<file path="config.mk">
export PLATFORM = sky130hd
export DESIGN_NAME = alu_exec_ctrl
export DESIGN_NICKNAME = d
export VERILOG_FILES = /design/src/rtl/alu_pkg.sv /design/src/rtl/reg_file_2r1w.sv /design/src/rtl/alu_exec_ctrl.sv
export SDC_FILE = /design/constraint.sdc
export NUM_CORES = 1
export LEC_CHECK = 0
export CORE_AREA = 3 3 158 236
export DETAILED_ROUTE_END_ITERATION = 10
export DIE_AREA = 0 0 161 239
export PLACE_DENSITY = 0.77
export SLEW_MARGIN = 5
export SYNTH_ARGS = -nofsm -noshare
export SYNTH_HDL_FRONTEND = slang
export SYNTH_SLANG_ARGS = --single-unit
</file>
<file path="constraint.sdc">
create_clock -name clk -period 2.4 [get_ports clk]
set_input_delay 0.48 -clock clk [delete_from_list [all_inputs] [get_ports clk]]
set_output_delay 0.48 -clock clk [all_outputs]
set_load 0.01 [all_outputs]
</file>
<file path="src/rtl/alu_pkg.sv">
// Shared definitions for the ALU execute controller: widths, opcodes, flag
// bit positions, FSM encoding, the instruction payload and per-opcode helpers.
package alu_pkg;

  localparam int unsigned DATA_W   = 16;
  localparam int unsigned ADDR_W   = 4;
  localparam int unsigned NUM_REGS = 16;
  localparam int unsigned OPC_W    = 5;
  localparam int unsigned FLAG_W   = 5;

  localparam logic [OPC_W-1:0] OP_ADD  = 5'd0;
  localparam logic [OPC_W-1:0] OP_SUB  = 5'd1;
  localparam logic [OPC_W-1:0] OP_CMP  = 5'd2;
  localparam logic [OPC_W-1:0] OP_AND  = 5'd3;
  localparam logic [OPC_W-1:0] OP_OR   = 5'd4;
  localparam logic [OPC_W-1:0] OP_XOR  = 5'd5;
  localparam logic [OPC_W-1:0] OP_NOT  = 5'd6;
  localparam logic [OPC_W-1:0] OP_LSH  = 5'd7;
  localparam logic [OPC_W-1:0] OP_RSH  = 5'd8;
  localparam logic [OPC_W-1:0] OP_ARSH = 5'd9;

  localparam int unsigned FLAG_C = 0;
  localparam int unsigned FLAG_L = 1;
  localparam int unsigned FLAG_F = 2;
  localparam int unsigned FLAG_Z = 3;
  localparam int unsigned FLAG_N = 4;

  typedef enum logic [1:0] {
    ST_IDLE      = 2'd0,
    ST_OPERAND   = 2'd1,
    ST_EXECUTE   = 2'd2,
    ST_WRITEBACK = 2'd3
  } state_t;

  // Decoded instruction as captured at the accept edge.
  typedef struct packed {
    logic [OPC_W-1:0]  opcode;
    logic [ADDR_W-1:0] rdest;
    logic [ADDR_W-1:0] rsrc;
    logic [DATA_W-1:0] imm;
    logic              use_imm;
  } instr_t;

  // PSR bits an opcode is allowed to change; anything else keeps its value,
  // which also keeps undriven ALU flag bits out of the PSR.
  function automatic logic [FLAG_W-1:0] psr_mask(input logic [OPC_W-1:0] op);
    logic [FLAG_W-1:0] m;
    m = '0;
    case (op)
      OP_ADD, OP_SUB: begin
        m[FLAG_C] = 1'b1;
        m[FLAG_F] = 1'b1;
      end
      OP_CMP: begin
        m[FLAG_L] = 1'b1;
        m[FLAG_Z] = 1'b1;
        m[FLAG_N] = 1'b1;
      end
      default: m = '0;
    endcase
    return m;
  endfunction

  // Every defined opcode except CMP writes its result back.
  function automatic logic writes_result(input logic [OPC_W-1:0] op);
    return (op <= OP_ARSH) && (op != OP_CMP);
  endfunction

endpackage

</file>
<file path="src/rtl/reg_file_2r1w.sv">
// General register file: NUM_REGS x DATA_W, async clear, two combinational
// read ports, one combinational debug read port, one synchronous write port.
//   rd_addr_a/rd_data_a, rd_addr_b/rd_data_b : operand reads
//   dbg_addr/dbg_data                        : debug read
//   we/wr_addr/wr_data                       : write on rising clk when we=1
module reg_file_2r1w
  import alu_pkg::*;
(
  input  logic              clk,
  input  logic              reset_n,
  input  logic [ADDR_W-1:0] rd_addr_a,
  output logic [DATA_W-1:0] rd_data_a,
  input  logic [ADDR_W-1:0] rd_addr_b,
  output logic [DATA_W-1:0] rd_data_b,
  input  logic [ADDR_W-1:0] dbg_addr,
  output logic [DATA_W-1:0] dbg_data,
  input  logic              we,
  input  logic [ADDR_W-1:0] wr_addr,
  input  logic [DATA_W-1:0] wr_data
);

  logic [DATA_W-1:0] regs [NUM_REGS];

  // Storage with async clear.
  always_ff @(posedge clk or negedge reset_n) begin
    if (!reset_n) begin
      for (int i = 0; i < int'(NUM_REGS); i++) regs[i] <= '0;
    end else if (we) begin
      regs[wr_addr] <= wr_data;
    end
  end

  assign rd_data_a = regs[rd_addr_a];
  assign rd_data_b = regs[rd_addr_b];
  assign dbg_data  = regs[dbg_addr];

endmodule

</file>
<file path="src/rtl/alu_exec_ctrl.sv">
// Execute controller around an external 16-bit ALU. Accepts one decoded
// instruction every 4 cycles, fetches operands from the register file, holds
// them on the ALU inputs for one cycle, then writes the result and updates
// the PSR selectively by opcode.
//   in_*      : instruction handshake (accepted when in_valid && in_ready)
//   alu_*     : ALU operand/opcode outputs, ALU result/flag inputs
//   psr       : status register {N,Z,F,L,C}
//   done      : one-cycle retire pulse
//   dbg_*     : combinational register file peek
module alu_exec_ctrl
  import alu_pkg::*;
(
  input  logic              clk,
  input  logic              reset_n,
  input  logic              in_valid,
  output logic              in_ready,
  input  logic [OPC_W-1:0]  in_opcode,
  input  logic [ADDR_W-1:0] in_rdest,
  input  logic [ADDR_W-1:0] in_rsrc,
  input  logic [DATA_W-1:0] in_imm,
  input  logic              in_use_imm,
  output logic [DATA_W-1:0] alu_rsrc,
  output logic [DATA_W-1:0] alu_rdest,
  output logic [OPC_W-1:0]  alu_opcode,
  input  logic [DATA_W-1:0] alu_out,
  input  logic [FLAG_W-1:0] alu_flags,
  output logic [FLAG_W-1:0] psr,
  output logic              done,
  input  logic [ADDR_W-1:0] dbg_addr,
  output logic [DATA_W-1:0] dbg_data
);

  state_t            state_q, state_d;
  instr_t            ins_q;
  logic [DATA_W-1:0] res_q;
  logic [FLAG_W-1:0] flg_q;
  logic [DATA_W-1:0] rd_data_a, rd_data_b;
  logic              capture, operand_ld, exec_ld, wb_en;
  logic              ready_d, done_d;
  logic              rf_we;

  reg_file_2r1w u_rf (
    .clk       (clk),
    .reset_n   (reset_n),
    .rd_addr_a (ins_q.rdest),
    .rd_data_a (rd_data_a),
    .rd_addr_b (ins_q.rsrc),
    .rd_data_b (rd_data_b),
    .dbg_addr  (dbg_addr),
    .dbg_data  (dbg_data),
    .we        (rf_we),
    .wr_addr   (ins_q.rdest),
    .wr_data   (res_q)
  );

  // Next-state and per-state strobes.
  always_comb begin
    state_d    = state_q;
    capture    = 1'b0;
    operand_ld = 1'b0;
    exec_ld    = 1'b0;
    wb_en      = 1'b0;
    case (state_q)
      ST_IDLE: begin
        if (in_valid) begin
          capture = 1'b1;
          state_d = ST_OPERAND;
        end
      end
      ST_OPERAND: begin
        operand_ld = 1'b1;
        state_d    = ST_EXECUTE;
      end
      ST_EXECUTE: begin
        exec_ld = 1'b1;
        state_d = ST_WRITEBACK;
      end
      ST_WRITEBACK: begin
        wb_en   = 1'b1;
        state_d = ST_IDLE;
      end
      default: state_d = ST_IDLE;
    endcase
    // ready/done are registered, so decode them from the upcoming state.
    ready_d = (state_d == ST_IDLE);
    done_d  = (state_d == ST_WRITEBACK);
  end

  // State and handshake registers.
  always_ff @(posedge clk or negedge reset_n) begin
    if (!reset_n) begin
      state_q  <= ST_IDLE;
      in_ready <= 1'b1;
      done     <= 1'b0;
    end else begin
      state_q  <= state_d;
      in_ready <= ready_d;
      done     <= done_d;
    end
  end

  assign rf_we = wb_en && writes_result(ins_q.opcode);

  // Datapath: capture, operand fetch straight onto the ALU ports, result
  // latch, and masked PSR update.
  always_ff @(posedge clk or negedge reset_n) begin
    if (!reset_n) begin
      ins_q      <= '0;
      alu_rdest  <= '0;
      alu_rsrc   <= '0;
      alu_opcode <= '0;
      res_q      <= '0;
      flg_q      <= '0;
      psr        <= '0;
    end else begin
      if (capture) begin
        ins_q <= '{opcode: in_opcode, rdest: in_rdest, rsrc: in_rsrc,
                   imm: in_imm, use_imm: in_use_imm};
      end
      if (operand_ld) begin
        alu_rdest  <= rd_data_a;
        alu_rsrc   <= ins_q.use_imm ? ins_q.imm : rd_data_b;
        alu_opcode <= ins_q.opcode;
      end
      if (exec_ld) begin
        res_q <= alu_out;
        flg_q <= alu_flags;
      end
      if (wb_en) begin
        psr <= (psr & ~psr_mask(ins_q.opcode)) | (flg_q & psr_mask(ins_q.opcode));
      end
    end
  end

endmodule
</file>
==> results of run 1 <==
==> critical path, stage by stage (launching register included) <==
cell     delay, ns
dfrtp_1       0.42
mux4_2        0.48
mux4_2        0.53
buf_6         0.15
==> Yosys cell counts, types with 12 or more instances <==
master	instances	area (sq um)
dfrtp_1	352	8808
mux2_2	296	3333
mux4_2	176	3964
mux2i_1	80	800.8
nand2_1	56	210.2
clkbuf_1	55	206.5
a22oi_1	48	360.4
buf_2	36	180.2
nor2_1	24	90.09
mux2_4	20	300.3
a31oi_1	16	100.1
o211ai_1	16	120.1
o21ai_0	16	80.08
a21oi_1	12	60.06
==> sequential cells by signal, summed over array words and instances (netlist names), named ones only <==
signal      flops
alu_rsrc       16
done            1
u_rf.regs     256
alu_opcode      5
in_ready        1
state_q         2
alu_rdest      16
flg_q           5
res_q          16
ins_q          30
==> area by class of cell <==
cell class,count,area [sq um]
multi-input cells,816,9943
inverters,2,7.507
well taps,473,591.8
fillers,2438,11020
clock inverters,13,157.7
repair buffers,403,3717
clock buffers,49,1030
flip-flops and latches,353,8845
==> logic make-up after synthesis <==
logic type | Yosys count | share of synthesized area [%]
multiplexers | 573 | 43.51
flip-flops | 353 | 45.71
AND/OR/NAND/NOR | 128 | 3.599
buffers and inverters | 119 | 3.030
AO/OA/AOI/OAI | 111 | 3.897
adder cells (fa/ha/maj) | 4 | 0.2589
==> worst paths after layout <==
| kind | startpoint | endpoint | slack [ns] | cells after the start |
|---|---|---|---|---|
| max in group asynchronous | reset_n | u_rf.regs[140] | 1.16 | 4 |
| min in group clk | flg_q[1] | register | 0.50 | 1 |
| hold reg to reg | flg_q[1] | register | 0.50 | 1 |
| hold / removal | reset_n | alu_opcode[1] | 0.43 | 2 |
| setup / recovery | u_rf.regs[159] | dbg_data[15] | -0.19 | 3 |
| setup reg to reg | ins_q[23] | u_rf.regs[254] | 0.14 | 4 |
==> where the power goes <==
| group | leakage (nW) | internal [W] | total [W] | switching, W |
|---|---|---|---|---|
| clock network | 0.588 | 0.00333 | 0.00571 | 0.00238 |
| logic | 5.79 | 0.00855 | 0.0150 | 0.00649 |
| registers | 4.59 | 0.00842 | 0.0112 | 0.00275 |
| total | 11.0 | 0.0203 | 0.0319 | 0.0116 |
==> stage by stage <==
stage / power, W / utilization, %
after floorplan: 0.01924 / -
after global placement: 0.02477 / 63.42
after detailed placement: 0.02521 / 63.42
after CTS: 0.03165 / 68.41
after global routing: 0.03335 / 68.79
final: 0.03192 / 68.79
==> timing repair <==
| item | 4_1_cts | 5_1_grt |
|---|---|---|
| endpoints found under the setup margin | 16 | 16 |
| hold buffers | 1 | 0 |
| buffers inserted | 64 | 17 |
| cloned | 2 | 0 |
| gates resized for setup | 85 | 1 |
| hold endpoints to repair | 32 | 0 |
==> per-layer routing <==
metal,GRT usage [%],wire [microns],up-vias
li1,-,-,5660
met1,36.74,20370,7156
met2,52.73,29770,775
met3,6.067,4519,263
met4,18.84,4509,0
met5,0,0,-
==> out/qor.txt, run 1 <==
outcome: complete, but fails checks
failing checks: setup timing
CTS Buf Count: 35
Fin. Hold Viols: 0
layout cell share with drive strength beyond 1: 53.79%
Antenna Nets Post-Route: 0
Netlist cell types: 42
pwr dens: 1314 nW/um^2
Worst-path clk slew: 0.06 ns
WS Path Type: reg -> out
first-pass GRT wire length: 90.05 mm
RD Place Congestion: 0.9249
Post-Route Skew: 0.01786 ns
diode count: 0
routed via count: 13850
Ys Warns: 0
Worst-Margin Slew: 0.9074 ns
Die H: 239 microns
Initial Util: 54.73%
Ports: 118
Pre-antenna DRT Iters: 7
final setup TNS: -2.474 ns
initial DRC count: 1176
HPWL Detailed: 40.00 mm
RSZ-0062 raised after global routing: true
Final Non-Filler Cells: 2109
Slew Limit Headroom: 39.39%
CTS tree: yes
Worst Slack Setup Final: -0.1940 ns
main flop type after synthesis: dfrtp_1
critical path arrival: 2.11 ns
DP Cell Count: 1963
core area: 35310 sq um
most frequent cells in the layout: dfrtp_1, mux2_2, buf_4
total wire length: 59.16 mm
initial antenna violation count: 0
Tot GR Track Use: 31.08%
CP Max Fanout: 2
number of synthesized flops with an enable pin: 0
DP Area: 22400 sq um
Place WS: -0.5865 ns
DRC: 0
Syn Nets: 1350
cells after synthesis: 1288
commonest non-fill, non-tap cell in the layout: dfrtp_1
largest net degree at the start of global routing: 55
DR WL/cell: 28.05 microns
Max Cap Viol: 0
final setup fails: 16
CP Launch Type: register
clk sinks: 353
Hold WS: 0.4254 ns
register area share after synthesis: 45.71%
minimum clock period: 2.594 ns
clk_lat worst skew: 0.54 ns
DR vias/cell: 6.569
Final Cycle Share: 108.1%
Hold Path Class: in -> async
Syn Area/Cell: 15.01 sq um
Max Root-Sink Buffers: 3
Yosys reg bits: 353
Max Clk Rate: 0.3855 GHz
CTS root buffer: clkbuf_16
Req. time, crit path: 1.92 ns
input/output buffers: 117
DIE AREA: 38480 sq um
FP Rows: 84
asr flop ratio synth: 100.0%
GRT overflow: 0
Synth Cell Area: 19330 sq um
endpoint class of the critical path: primary output
Design Area, Final: 24290 sq um
vias in the first global route: 14830
synth-to-layout area growth: 25.68%
Max Slew Vio Count: 0
htree depth: 2
Die Width: 161 microns
Leak Pwr: 10.97 nW
nets@finish: 1673
Max IR drop VDD: 616.8 uV
Power figures use the tool's default switching activity.
==> run 2, diff against run 1 <==
PLACE_DENSITY = 0.81   (was 0.77)
==> run 2 against run 1 <==
The run still ends with setup timing left; sequential share of layout area is essentially flat; die area is the same; count of clock-buffer cells in the layout grew 4; sequential cell count is the same; design area is essentially flat; final cell count shrank 0.57%; largest cell class unchanged; global-route usage grew 0.67 points; register-to-register slack lost 0.12 ns; critical path depth is the same.
==> out/qor.txt, run 2 (synthesis gave the netlist of run 1 again) <==
routed via count: 14190 (was 13850)
Post-Route Skew: 0.03569 ns (was 0.01786 ns)
Comb pwr share: 46.9% (was 47.1%)
CTS Buf Count: 35 (unchanged)
Largest register FFs: 256 (unchanged)
DR vias/cell: 6.769 (was 6.569)
synth-to-layout area growth: 25.61% (was 25.68%)
final setup TNS: -2.744 ns (was -2.474 ns)
HPWL Detailed: 40.44 mm (was 40.00 mm)
Pre-antenna DRT Iters: 5 (was 7)
total wire length: 61.15 mm (was 59.16 mm)
CP cell instances: mux4_2 > mux4_2 > buf_6 (unchanged)
CP max-delay cell: mux4_2 (unchanged)
initial antenna violation count: 0 (unchanged)
DRC: 0 (unchanged)
crit-path max cell delay: 0.54 ns (was 0.53 ns)
Ports: 118 (unchanged)
Max IR drop VDD: 602.3 uV (was 616.8 uV)
Max Cap Viol: 0 (unchanged)
Initial Util: 54.73% (unchanged)
R2R Setup Slk: 0.02 ns (was 0.14 ns)
vias in the first global route: 14870 (was 14830)
most frequent cells in the layout: dfrtp_1, mux2_2, buf_4 (unchanged)
Req. time, crit path: 1.92 ns (about the same)
core area: 35310 sq um (unchanged)
CP Launch Type: register (unchanged)
Place WS: -0.5674 ns (was -0.5865 ns)
diode count: 0 (unchanged)
failing checks: setup timing (unchanged)
Fin. Hold Viols: 0 (unchanged)
P_sw: 0.01178 W (was 0.01162 W)
Tot GR Track Use: 31.75% (was 31.08%)
WP buf/inv: 1 (unchanged)
Leak Pwr: 10.91 nW (was 10.97 nW)
htree depth: 2 (unchanged)
input/output buffers: 117 (unchanged)
switch share: 36.54% (was 36.40%)
CTS tree: yes (unchanged)
Regs by FF count: u_rf.regs (256), ins_q (30) (unchanged)
Slew Limit Headroom: 18.90% (was 39.39%)
GRT overflow: 0 (unchanged)
Reg power frac: 35.1% (was 35.0%)
first-pass GRT wire length: 91.38 mm (was 90.05 mm)
endpoint class of the critical path: primary output (unchanged)
nets@finish: 1662 (was 1673)
Max Slew Vio Count: 0 (unchanged)
Antenna Nets Post-Route: 0 (unchanged)
pwr dens: 1328 nW/um^2 (was 1314 nW/um^2)
Clock power frac: 17.9% (about the same)
WS Path Type: reg -> out (unchanged)
delay-heaviest family, CP: multiplexers (unchanged)
layout cell share with drive strength beyond 1: 53.33% (was 53.79%)
Filler Cell Count: 2363 (was 2438)
FP Rows: 84 (unchanged)
P_int: 0.02046 W (was 0.02030 W)
commonest non-fill, non-tap cell in the layout: dfrtp_1 (unchanged)
RSZ-0062 raised after global routing: true (unchanged)
RD Place Congestion: 0.9321 (was 0.9249)
initial DRC count: 1344 (was 1176)
most used cell, CP: mux4_2 (unchanged)
clk_lat worst skew: 0.55 ns (was 0.54 ns)
DIE AREA: 38480 sq um (unchanged)
final setup fails: 16 (unchanged)
critical path arrival: 2.20 ns (was 2.11 ns)
Worst Slack Setup Final: -0.2798 ns (was -0.1940 ns)
Hold Path Class: reg -> reg (was in -> async)
largest net degree at the start of global routing: 68 (was 55)
outcome: complete, but fails checks (unchanged)
Max Clk Rate: 0.3732 GHz (was 0.3855 GHz)
Die H: 239 microns (unchanged)
minimum clock period: 2.680 ns (was 2.594 ns)
DR WL/cell: 29.16 microns (was 28.05 microns)
Worst-path clk slew: 0.06 ns (about the same)
Hold WS: 0.5014 ns (was 0.4254 ns)
Final Cycle Share: 111.7% (was 108.1%)
Largest Register: u_rf.regs (unchanged)
CTS root buffer: clkbuf_16 (unchanged)
CP Max Fanout: 4 (was 2)
Worst-Margin Slew: 1.215 ns (was 0.9074 ns)
Max Root-Sink Buffers: 3 (unchanged)
clk sinks: 353 (unchanged)
Die Width: 161 microns (unchanged)
-- run 2: repair_timing --
| action | 4_1_cts | 5_1_grt |
|---|---|---|
| hold buffers | 1 | 0 |
| endpoints found under the hold margin | 56 | 0 |
| gates resized for setup | 89 | 0 |
| pin swaps | 1 | 0 |
| endpoints found under the setup margin | 23 | 16 |
| cloned | 3 | 0 |
| buffers inserted | 59 | 17 |
-- run 2: through the flow --
step	instance area [sq um]	utilization, %	power (W)	instances
finish	24280	68.75	0.03224	2097
global route	24280	68.75	0.03357	2097
CTS	24150	68.39	0.03179	2080
detailed placement	22350	63.29	0.02535	1956
global placement	22350	63.29	0.02481	1956
floorplan	19380	-	0.01924	1288
-- run 2: per-layer routing --
metal / vias to the layer above / wire length, microns / track usage (%) / part of all wire, %
met5: - / 0 / 0 / 0
met4: 0 / 5151 / 22.23 / 8.4
met3: 303 / 5103 / 7.072 / 8.3
met2: 883 / 30120 / 52.41 / 49
met1: 7370 / 20780 / 36.91 / 34
li1: 5638 / - / - / -
-- run 2: power groups by stage --
stage	Combinational, W	Clock, W	Sequential, W
6_report	0.0151	0.00578	0.0113
4_1_cts	0.0148	0.00583	0.0112
3_5_place_dp	0.0140	0	0.0114
2_1_floorplan	0.00909	0	0.0102
3_3_place_gp	0.0135	0	0.0113
5_1_grt	0.0160	0.00607	0.0115
-- run 2: area by class of cell --
class                   count  area (sq um)  share of cell area, %
flip-flops and latches    353          8845                  36.43
clock inverters             8         117.6                 0.4844
clock buffers              53          1076                  4.432
inverters                   2         7.507                0.03092
multi-input cells         816          9937                  40.93
repair buffers            392          3704                  15.25
well taps                 473         591.8                  2.438
-- run 2: final timing paths --
kind / cells past startpoint / to / startpoint
worst max-delay path: 3 / dbg_data[7] / u_rf.regs[135]
worst min-delay path: 1 / register / flg_q[3]
worst max register to register: 5 / alu_rsrc[3] / state_q[1]
worst min register to register: 1 / register / flg_q[3]
max in group asynchronous: 3 / u_rf.regs[173] / reset_n
min in group asynchronous: 2 / alu_rdest[12] / reset_n
-- run 2: worst register-to-register path: stages, from the launching register on --
cell,delay [ns]
dfrtp_1,0.40
inv_1,0.09
ha_2,0.24
nor4bb_4,0.99
a22oi_1,0.37
o211ai_1,0.20
==> variant (flow settings as in run 1) <==
Encoding of `state_t`: now one-hot (4 bits for 4 states).
--- a/src/rtl/alu_pkg.sv
+++ b/src/rtl/alu_pkg.sv
@@ -26,9 +26,9 @@
   localparam int unsigned FLAG_N = 4;
 
-  typedef enum logic [1:0] {
-    ST_IDLE      = 2'd0,
-    ST_OPERAND   = 2'd1,
-    ST_EXECUTE   = 2'd2,
-    ST_WRITEBACK = 2'd3
+  typedef enum logic [3:0] {
+    ST_IDLE      = 4'b0001,
+    ST_OPERAND   = 4'b0010,
+    ST_EXECUTE   = 4'b0100,
+    ST_WRITEBACK = 4'b1000
   } state_t;
 
Formal check against the unedited RTL: same outputs for any inputs over 4 cycles, from zero or initial values and one cycle with reset_n low; so few cycles prove little.
==> variant against run 1 <==
The flow still finishes with violations (setup timing); worst hold slack improved by 0.048 ns; clock skew grew 0.0089 ns; final area down 1.8%; routed wire length shrank 4.9%; sequential cell count is 2 higher; count of clock-buffer cells in the layout increased by 5; area after synthesis is 0.93% lower; worst setup slack lost 0.0050 ns; largest cell class unchanged.
Power is not compared: it rests on default switching activity, and its combinational part moved more than twofold at a synthesized area within 25%.
==> variant: results <==
group,metric,value,unit
timing,setup_ws,-0.199,ns
critical_path,reg2reg_depth,6,
timing,setup_violations,16,
placement,place_congestion,0.898,
global_routing,grt_pass1_vias,14500,
layout,drive_gt1_share,56.7,%
synth,syn_inst,1234,
layout,multi_input_comb_cells,767,
power,power.total,18.8,mW
clock_network,post_cts_resized,82,
layout,layout.nets,1581,
timing,finalClockSkew,0.0268,ns
synth,muxShareOfSynthArea,44.6,%
timing,whs,0.473,ns
clock_network,cts_buffers,37,
timing,tightest_slew,0.737,ns
timing,final.setup.tns,-2.38,ns
critical_path,path_max_fanout,4,
layout,seq_area,0.00890,mm^2
synth,yosys.cell_types.count,36,
placement,dp.cells,1857,
run_status,violations,"setup timing",
route,drt-total-wl,56300,um
run_status,status,"complete, but fails checks",
layout,fin_cells,2021,
layout,multi_input_area,0.00982,mm^2
placement,place_area,0.0219,mm^2
global_routing,grt_pass1_wl,86300,um
placement,pre_cts_ws,-0.546,ns
synth,ys_seq_area_share,46.4,%
route,drtPass1Iterations,5,
layout,seq_share,37.3,%
[variant: cell types whose count changed in the layout (fill, tap and decap cells not counted), sizes merged, moves of 16 or more]
cell    delta
mux2      +19
mux4      +28
nand4     +19
buf       -42
a31oi     -16
mux2i     -64
nor2      -21
a22oi     -22
o211ai    -16
[variant: metal layers]
layer	vias to the layer above	GRT usage, %	wire (um)
met5	-	0	0
met4	0	14.0	2940
met3	190	5.36	4490
met2	744	49.8	28300
met1	7011	37.6	20600
li1	5459	-	-
[variant: final timing paths]
| check | from | to |
|---|---|---|
| max | u_rf.regs[149] | dbg_data[5] |
| min | alu_opcode[1] | alu_opcode[1] |
| max reg2reg | state_q[3] | alu_rdest[9] |
| min reg2reg | alu_opcode[1] | alu_opcode[1] |
| max in group asynchronous | reset_n | u_rf.regs[157] |
| min in group asynchronous | reset_n | u_rf.regs[225] |
